<file path="config.mk">
export PLATFORM = sky130hd
export DESIGN_NAME = mux2to1_32_flat
export DESIGN_NICKNAME = d
export VERILOG_FILES = /design/src/rtl/mux2to1_32_pkg.sv /design/src/rtl/mux2to1_32_if.sv /design/src/rtl/mux2to1_32.sv /design/src/flat_wrapper.sv
export SDC_FILE = /design/constraint.sdc
export NUM_CORES = 1
export LEC_CHECK = 0
export ABC_CLOCK_PERIOD_IN_PS = 900
export CORE_AREA = 5 5 58 60
export DETAILED_ROUTE_END_ITERATION = 12
export DIE_AREA = 0 0 63 65
export PLACE_DENSITY = 0.8
export SYNTH_ARGS = -nofsm -noshare
export SYNTH_HDL_FRONTEND = slang
export SYNTH_SLANG_ARGS = --single-unit
</file>
<file path="constraint.sdc">
create_clock -name vclk -period 0.9
set_input_delay 0.09 -clock vclk [all_inputs]
set_output_delay 0.09 -clock vclk [all_outputs]
set_load 0.03 [all_outputs]
</file>
<file path="src/rtl/mux2to1_32_pkg.sv">
// Shared IF-stage pipeline constants used by the PC-source select mux.
package mux2to1_32_pkg;

    localparam int unsigned XLEN = 32;

    // Encoding of the PC-source select: sequential fetch or taken branch.
    typedef enum logic {
        PC_SEL_SEQ = 1'b0,
        PC_SEL_BR  = 1'b1
    } pc_sel_e;

endpackage

</file>
<file path="src/rtl/mux2to1_32_if.sv">
// Bundle of the select/data signals for the PC-source mux.
// There is no handshake: inputs are sampled continuously (or on every clk edge when registered).
interface mux2to1_32_if
    import mux2to1_32_pkg::*;
#(
    parameter int unsigned WIDTH = XLEN
);

    logic             sel;
    logic [WIDTH-1:0] in0;
    logic [WIDTH-1:0] in1;
    logic [WIDTH-1:0] out;
    logic             out_sel;

    modport master (output sel, output in0, output in1, input out, input out_sel);
    modport slave  (input sel, input in0, input in1, output out, output out_sel);

endinterface

</file>
<file path="src/rtl/mux2to1_32.sv">
// Two-way word select used as the IF-stage PC-source mux.
// Optionally registers out/out_sel for timing closure (REG_OUT=1, async reset).
module mux2to1_32
    import mux2to1_32_pkg::*;
#(
    parameter int unsigned      WIDTH     = XLEN,
    parameter bit               REG_OUT   = 1'b0,
    parameter logic [WIDTH-1:0] RESET_VAL = '0
) (
    input  logic           clk,
    input  logic           rst,
    mux2to1_32_if.slave    bus
);

    logic [WIDTH-1:0] out_d;
    logic             out_sel_d;

    // Only a definite 1 selects the branch target; X/Z falls back to PC+4.
    always_comb begin
        out_sel_d = (bus.sel === PC_SEL_BR);
        out_d     = out_sel_d ? bus.in1 : bus.in0;
    end

    generate
        if (REG_OUT) begin : g_reg
            logic [WIDTH-1:0] out_q;
            logic             out_sel_q;

            always_ff @(posedge clk or posedge rst) begin
                if (rst) begin
                    out_q     <= RESET_VAL;
                    out_sel_q <= 1'b0;
                end else begin
                    out_q     <= out_d;
                    out_sel_q <= out_sel_d;
                end
            end

            assign bus.out     = out_q;
            assign bus.out_sel = out_sel_q;
        end else begin : g_comb
            logic unused_clk_rst;

            assign unused_clk_rst = &{1'b0, clk, rst};
            assign bus.out        = out_d;
            assign bus.out_sel    = out_sel_d;
        end
    endgenerate

endmodule

</file>
<file path="src/flat_wrapper.sv">
// flat-port wrapper written by rule: the top's interface ports become plain ports
module mux2to1_32_flat import mux2to1_32_pkg::*;
#(
    parameter int unsigned      WIDTH     = XLEN,
    parameter bit               REG_OUT   = 1'b0,
    parameter logic [WIDTH-1:0] RESET_VAL = '0
)
  (clk, rst, bus_sel, bus_in0, bus_in1, bus_out, bus_out_sel);
  mux2to1_32_if #(.WIDTH(WIDTH)) bus_i ();
  input  logic clk;
  input  logic rst;
  input wire logic [$bits(bus_i.sel)-1:0] bus_sel;
  input wire logic [$bits(bus_i.in0)-1:0] bus_in0;
  input wire logic [$bits(bus_i.in1)-1:0] bus_in1;
  output wire logic [$bits(bus_i.out)-1:0] bus_out;
  output wire logic [$bits(bus_i.out_sel)-1:0] bus_out_sel;
  assign bus_i.sel = bus_sel;
  assign bus_i.in0 = bus_in0;
  assign bus_i.in1 = bus_in1;
  assign bus_out = bus_i.out;
  assign bus_out_sel = bus_i.out_sel;
  mux2to1_32 #(.WIDTH(WIDTH), .REG_OUT(REG_OUT), .RESET_VAL(RESET_VAL)) u_core (.clk(clk), .rst(rst), .bus(bus_i));
endmodule
</file>
# Word level (Yosys, flattened, before mapping)
# Cells that the tools add are included.
# classes
n_eq_ne	1
mux	1
# ops
cell	n
$mux 32	1
$eqx 1x1->1 const B	1
# totals
out_inout_bits	33
in_bits	67
elab_cells	2
regBits	0

# Logic depth before layout (Yosys ltp)
# Gate-level depths: netlist of run 1.
# logic_depth
ltp_word	2
mapped_depth	3
ltp_nobuf	1

# Least setup slack after synthesis of run 1
# Ideal clock, no wire load.
# synth_path
path_kind	input to output
startpoint	in bus_sel
endpoint	out bus_out[0]
t_arrival_ns	0.696
path_stages	3
path_slack_ns	0.114
n_path_buf	2
cell_sequence	buf_6 > buf_12 > mux2_4
# synth_via
elab_chain_len	2
# synth_rtl
item	line_no	text
from (decl)	flat_wrapper.sv:12	input wire logic [$bits(bus_i.sel)-1:0] bus_sel;
$eqx 1x1->1	mux2to1_32.sv:20	out_sel_d = (bus.sel === PC_SEL_BR);
$mux 32	mux2to1_32.sv:21	out_d = out_sel_d ? bus.in1 : bus.in0;
to (decl)	flat_wrapper.sv:15	output wire logic [$bits(bus_i.out)-1:0] bus_out;
# No other way between the ends.

# Worst setup path in the final report of run 1
# layout_path
startpoint	in bus_sel
endpoint	out bus_out[27]
# Same word-level chain as after synthesis.

==> results of run 1 <==
## power by group through the flow
stage                     logic (mW)  registers [mW]  clock network, mW
final                           1.02               0                  0
after global routing            1.07               0                  0
after CTS                       1.03               0                  0
after detailed placement       0.957               0                  0
after global placement         0.943               0                  0
after floorplan                0.510               0                  0
## area by class of cell
class              count  share of cell area [%]
repair buffers       104                    67.8
multi-input cells     32                    29.7
well taps             33                    2.55
## cell usage in the layout, fill, tap and decap left out, drive strengths merged
| master | synthesis | routed |
|---|---|---|
| dlygate4sd2 | 0 | 64 |
| mux2 | 32 | 32 |
| buf | 5 | 40 |
## timing repair
item,in CTS,in global routing
gates resized for setup,109,0
hold endpoints to repair,0,0
setup endpoints to repair,32,24
gates cloned,4,0
buffers inserted,0,0
## layer usage
layer | global-route usage (%) | vias up | part of all wire (%)
li1 | - | 338 | -
met3 | 1.04 | 2 | 5.2
met5 | 0 | - | 0
met1 | 11.4 | 314 | 29
met2 | 28.8 | 32 | 65
met4 | 1.06 | 0 | 1.1
## logic make-up after synthesis
group,count (synthesis),synth area share (%)
multiplexers,32,85.7
buffers and inverters,5,14.3
## stage by stage
| stage | TNS [ns] | total power, mW |
|---|---|---|
| after floorplan | 0 | 0.510 |
| after global placement | -3.48 | 0.943 |
| after detailed placement | -3.76 | 0.957 |
| after CTS | -0.0253 | 1.03 |
| after global routing | -0.175 | 1.07 |
| final | -0.00910 | 1.02 |
## final timing paths
path	start	to
hold / removal	bus_sel	bus_out_sel
setup / recovery	bus_sel	bus_out[27]
==> flow_summary.ini, run 1 <==
[outcome]
outcome = finished, violations left
violations = setup timing

[power_and_ir_drop]
p_sw_share_pct = 42.1
p_seq_share_pct = 0
peakVddDrop_v = 0.000318
clkPwrFrac_pct = 0
p_per_area_nw_per_um2 = 631
p_int_mw = 0.592
leakagePower_nw = 0.877
p_sw_mw = 0.430
p_comb_share_pct = 100.0

[setup_path]
max_stage_delay_ns = 0.30
path_cells = buf_12 -> buf_16 -> mux2_4 -> buf_6
slowest_stage = mux2_4
critPathBufInv = 3
worst-setup-path-type = in2out
end_kind = primary output
required_ns = 0.81
critPathLaunchType = input port
crit_family = buffers and inverters
crit_arrival_ns = 0.81
cp_max_fo = 6
cp_num_cells = 4

[floorplanning]
fp-row-count = 20
core_um2 = 2880
start_util_pct = 19.2
die-area_um2 = 4100
die-height_um = 65
pin_count = 100
die_w_um = 63

[sta]
relSlewSlack_pct = 93.7
setup_viol = 4
fin_hold_ws_ns = 0.597
rsz0062_at_grt = yes
fmax_mhz = 1110
drv_slew = 0
fin_crit_sh_pct = 100
worstMarginPinSlew_ns = 0.0955
finalHoldViolCount = 0
post-route-worst-setup-slack_ns = -0.00395
finalCriticalPeriod_ns = 0.904

[min_path]
whs_path_depth = 3
hold_path_class = in2out

[drt]
firstDrtPassIters = 2
vias = 686
wl_per_cell_um = 16.3
route.antenna.remaining_nets = 0
drt-initial-drc-count = 7
drc_errors = 0
via_per_inst = 4.06
drt_wl_total_mm = 2.76

[clocking]
hold_buffers = 0

[final_layout]
multiInputGateArea_um2 = 480
nFillCells = 284
final-seq-area_um2 = 0
seq_cells = 0
fin_util_pct = 56.3
syn_to_final_growth_pct = 194
fin_cells = 169
drive_gt1_share_pct = 52.9
antennaDiodeCount = 0
clkbuf_count = 0
layout.nets = 205
final_area_um2 = 1620

[logic_synthesis]
synth_top_area_share_pct = 81.6
ys_warn_count = 0
synth.distinct_cells = 5
yosysTopAreaCell = mux2_4
synth_area_leaders = mux2_4, buf_12, mux2_2, buf_6, buf_4
synthTopCellsByCount = mux2_4, buf_12, mux2_2
yosysMostFrequentCell = mux2_4
synth_fp_nets = 104
seq_area_frac_synth_pct = 0
syn_inst = 37
syn_area_um2 = 552
avgSynthCellArea_um2 = 14.9

[place]
place_ws_ns = -0.142
placed_area_um2 = 1440
gp_congestion = 0.747
place_inst = 165
port_buffers = 98

[global_route]
antenna_found_initial = 0
grt.overflow.total = 0
grt_first_pass_wirelength_mm = 4.06
grt_pass1_vias = 804
track_usage_pct = 12.4
grt_max_degree = 7

[job]
maxCapViolCount = 0
No activity file was read; power rests on OpenSTA's default activity.
==> run 2: changes to the inputs <==
- ABC_CLOCK_PERIOD_IN_PS: 900 -> 1100
- CORE_AREA: 5 5 58 60 -> 5 5 55 57
- DIE_AREA: 0 0 63 65 -> 0 0 60 62
- PLACE_DENSITY: 0.8 -> 0.88
- clock period: 0.9 -> 1.1 ns (I/O delays scaled with it)
==> flow_summary.ini, run 2 (synthesis gave the netlist of run 1 again) <==
[min_path]
hp-start = bus_sel
whs_path_depth = 3
worst_hold_path.endpoint = bus_out_sel
hold_path_class = in2out

[job]
maxCapViolCount = 0

[setup_path]
slowest_stage = clkdlybuf4s50_1
path_cells = clkdlybuf4s50_1 -> mux2_4 -> buf_4
worst-setup-path-type = in2out
max_stage_delay_ns = 0.41
crit_arrival_ns = 0.96
end_kind = primary output
cp_max_fo = 1
critPathLaunchType = input port
required_ns = 0.99

[floorplanning]
start_util_pct = 22.7
core_um2 = 2430
fp-row-count = 18
die-height_um = 62
pin_count = 100
die_w_um = 60
die-area_um2 = 3720

[place]
place_inst = 162
gp_congestion = 0.641
port_buffers = 98

[sta]
fin_hold_ws_ns = 0.683
finalCriticalPeriod_ns = 1.07
worstMarginPinSlew_ns = 0.139
fin_crit_sh_pct = 97.0
setup_viol = 0
fmax_mhz = 937
relSlewSlack_pct = 90.7
setup_tns_ns = 0
drv_slew = 0
rsz0062_at_grt = no
finalHoldViolCount = 0

[global_route]
antenna_found_initial = 0
track_usage_pct = 10.8
gr-usage-met2_pct = 25.2
grt_use_met1_pct = 8.67
use_met3_pct = 3.31
grt_max_degree = 19
grt.overflow.total = 0
busiest_layer = met2
grt_first_pass_wirelength_mm = 3.09
grt_pass1_vias = 708

[drt]
drt-initial-drc-count = 17
vias = 685
wl_per_cell_um = 14.4
firstDrtPassIters = 2
drt_wl_total_mm = 2.34
drc_errors = 0
via_per_inst = 4.23
route.antenna.remaining_nets = 0

[final_layout]
fin_cells = 162
most-common-layout-cells = clkdlybuf4s50_1, buf_4, mux2_4, mux2_2, buf_12
syn_to_final_growth_pct = 162
mostFrequentLayoutCell = clkdlybuf4s50_1
clkbuf_count = 0
seq_cells = 0
layout.nets = 201
drive_gt1_share_pct = 51.5
antennaDiodeCount = 0
final-seq-area_um2 = 0

[clocking]
post-cts-setup-buffer-count = 0
hold_buffers = 0
ctsResizeCount = 0

[outcome]
outcome = complete, no violations

[power_and_ir_drop]
peakVddDrop_v = 0.000321
p_per_area_nw_per_um2 = 538
leakagePower_nw = 0.686
==> run 2: cell count changes in the layout (fill, tap and decap cells not counted), sizes merged <==
cell,previous run,this run
buf,40,36
dlygate4sd2,64,0
clkdlybuf4s50,0,64
==> run 2: layout make-up <==
type                       instances  area, um^2
fill                             215         988
timing repair buffer             100         933
multi-input combinational         32         473
tap                               30        37.5
==> run 2: worst max path at each step <==
stage	slack, ns	from	cells after the start	end
finish	0.03	bus_in0[5]	3	bus_out[5]
global route	0.005	bus_in0[22]	3	bus_out[22]
CTS	0.02	bus_in0[5]	3	bus_out[5]
detailed placement	0.03	bus_in0[5]	3	bus_out[5]
global placement	0.04	bus_in0[1]	3	bus_out[1]
floorplan	0.27	bus_sel	3	bus_out[0]
==> run 2: critical path, delay by kind of cell <==
kind	cells	cell delay, ns
buffers and inverters	2	0.58
muxes	1	0.27
==> run 2: per-layer routing <==
metal | share of wire, % | vias up
met5 | 0 | -
met4 | 0.81 | 0
met3 | 16 | 2
met2 | 54 | 54
met1 | 30 | 301
li1 | - | 328
==> run 2: power breakdown <==
part,switching (mW),internal (mW),total [mW],leakage (nW)
registers,0,0,0,0
logic,0.317,0.459,0.777,0.686
clock network,0,0,0,0
total,0.317,0.459,0.777,0.686
==> run 2: per-stage QoR <==
stage	setup WS [ns]	total power, mW	instance area (um^2)	utilization [%]
after floorplan	0.274	0.418	552	-
after global placement	0.0358	0.775	1440	59.4
after detailed placement	0.0282	0.785	1440	59.4
after CTS	0.0243	0.786	1440	59.4
after global routing	0.00490	0.812	1440	59.4
final	0.0329	0.777	1440	59.4
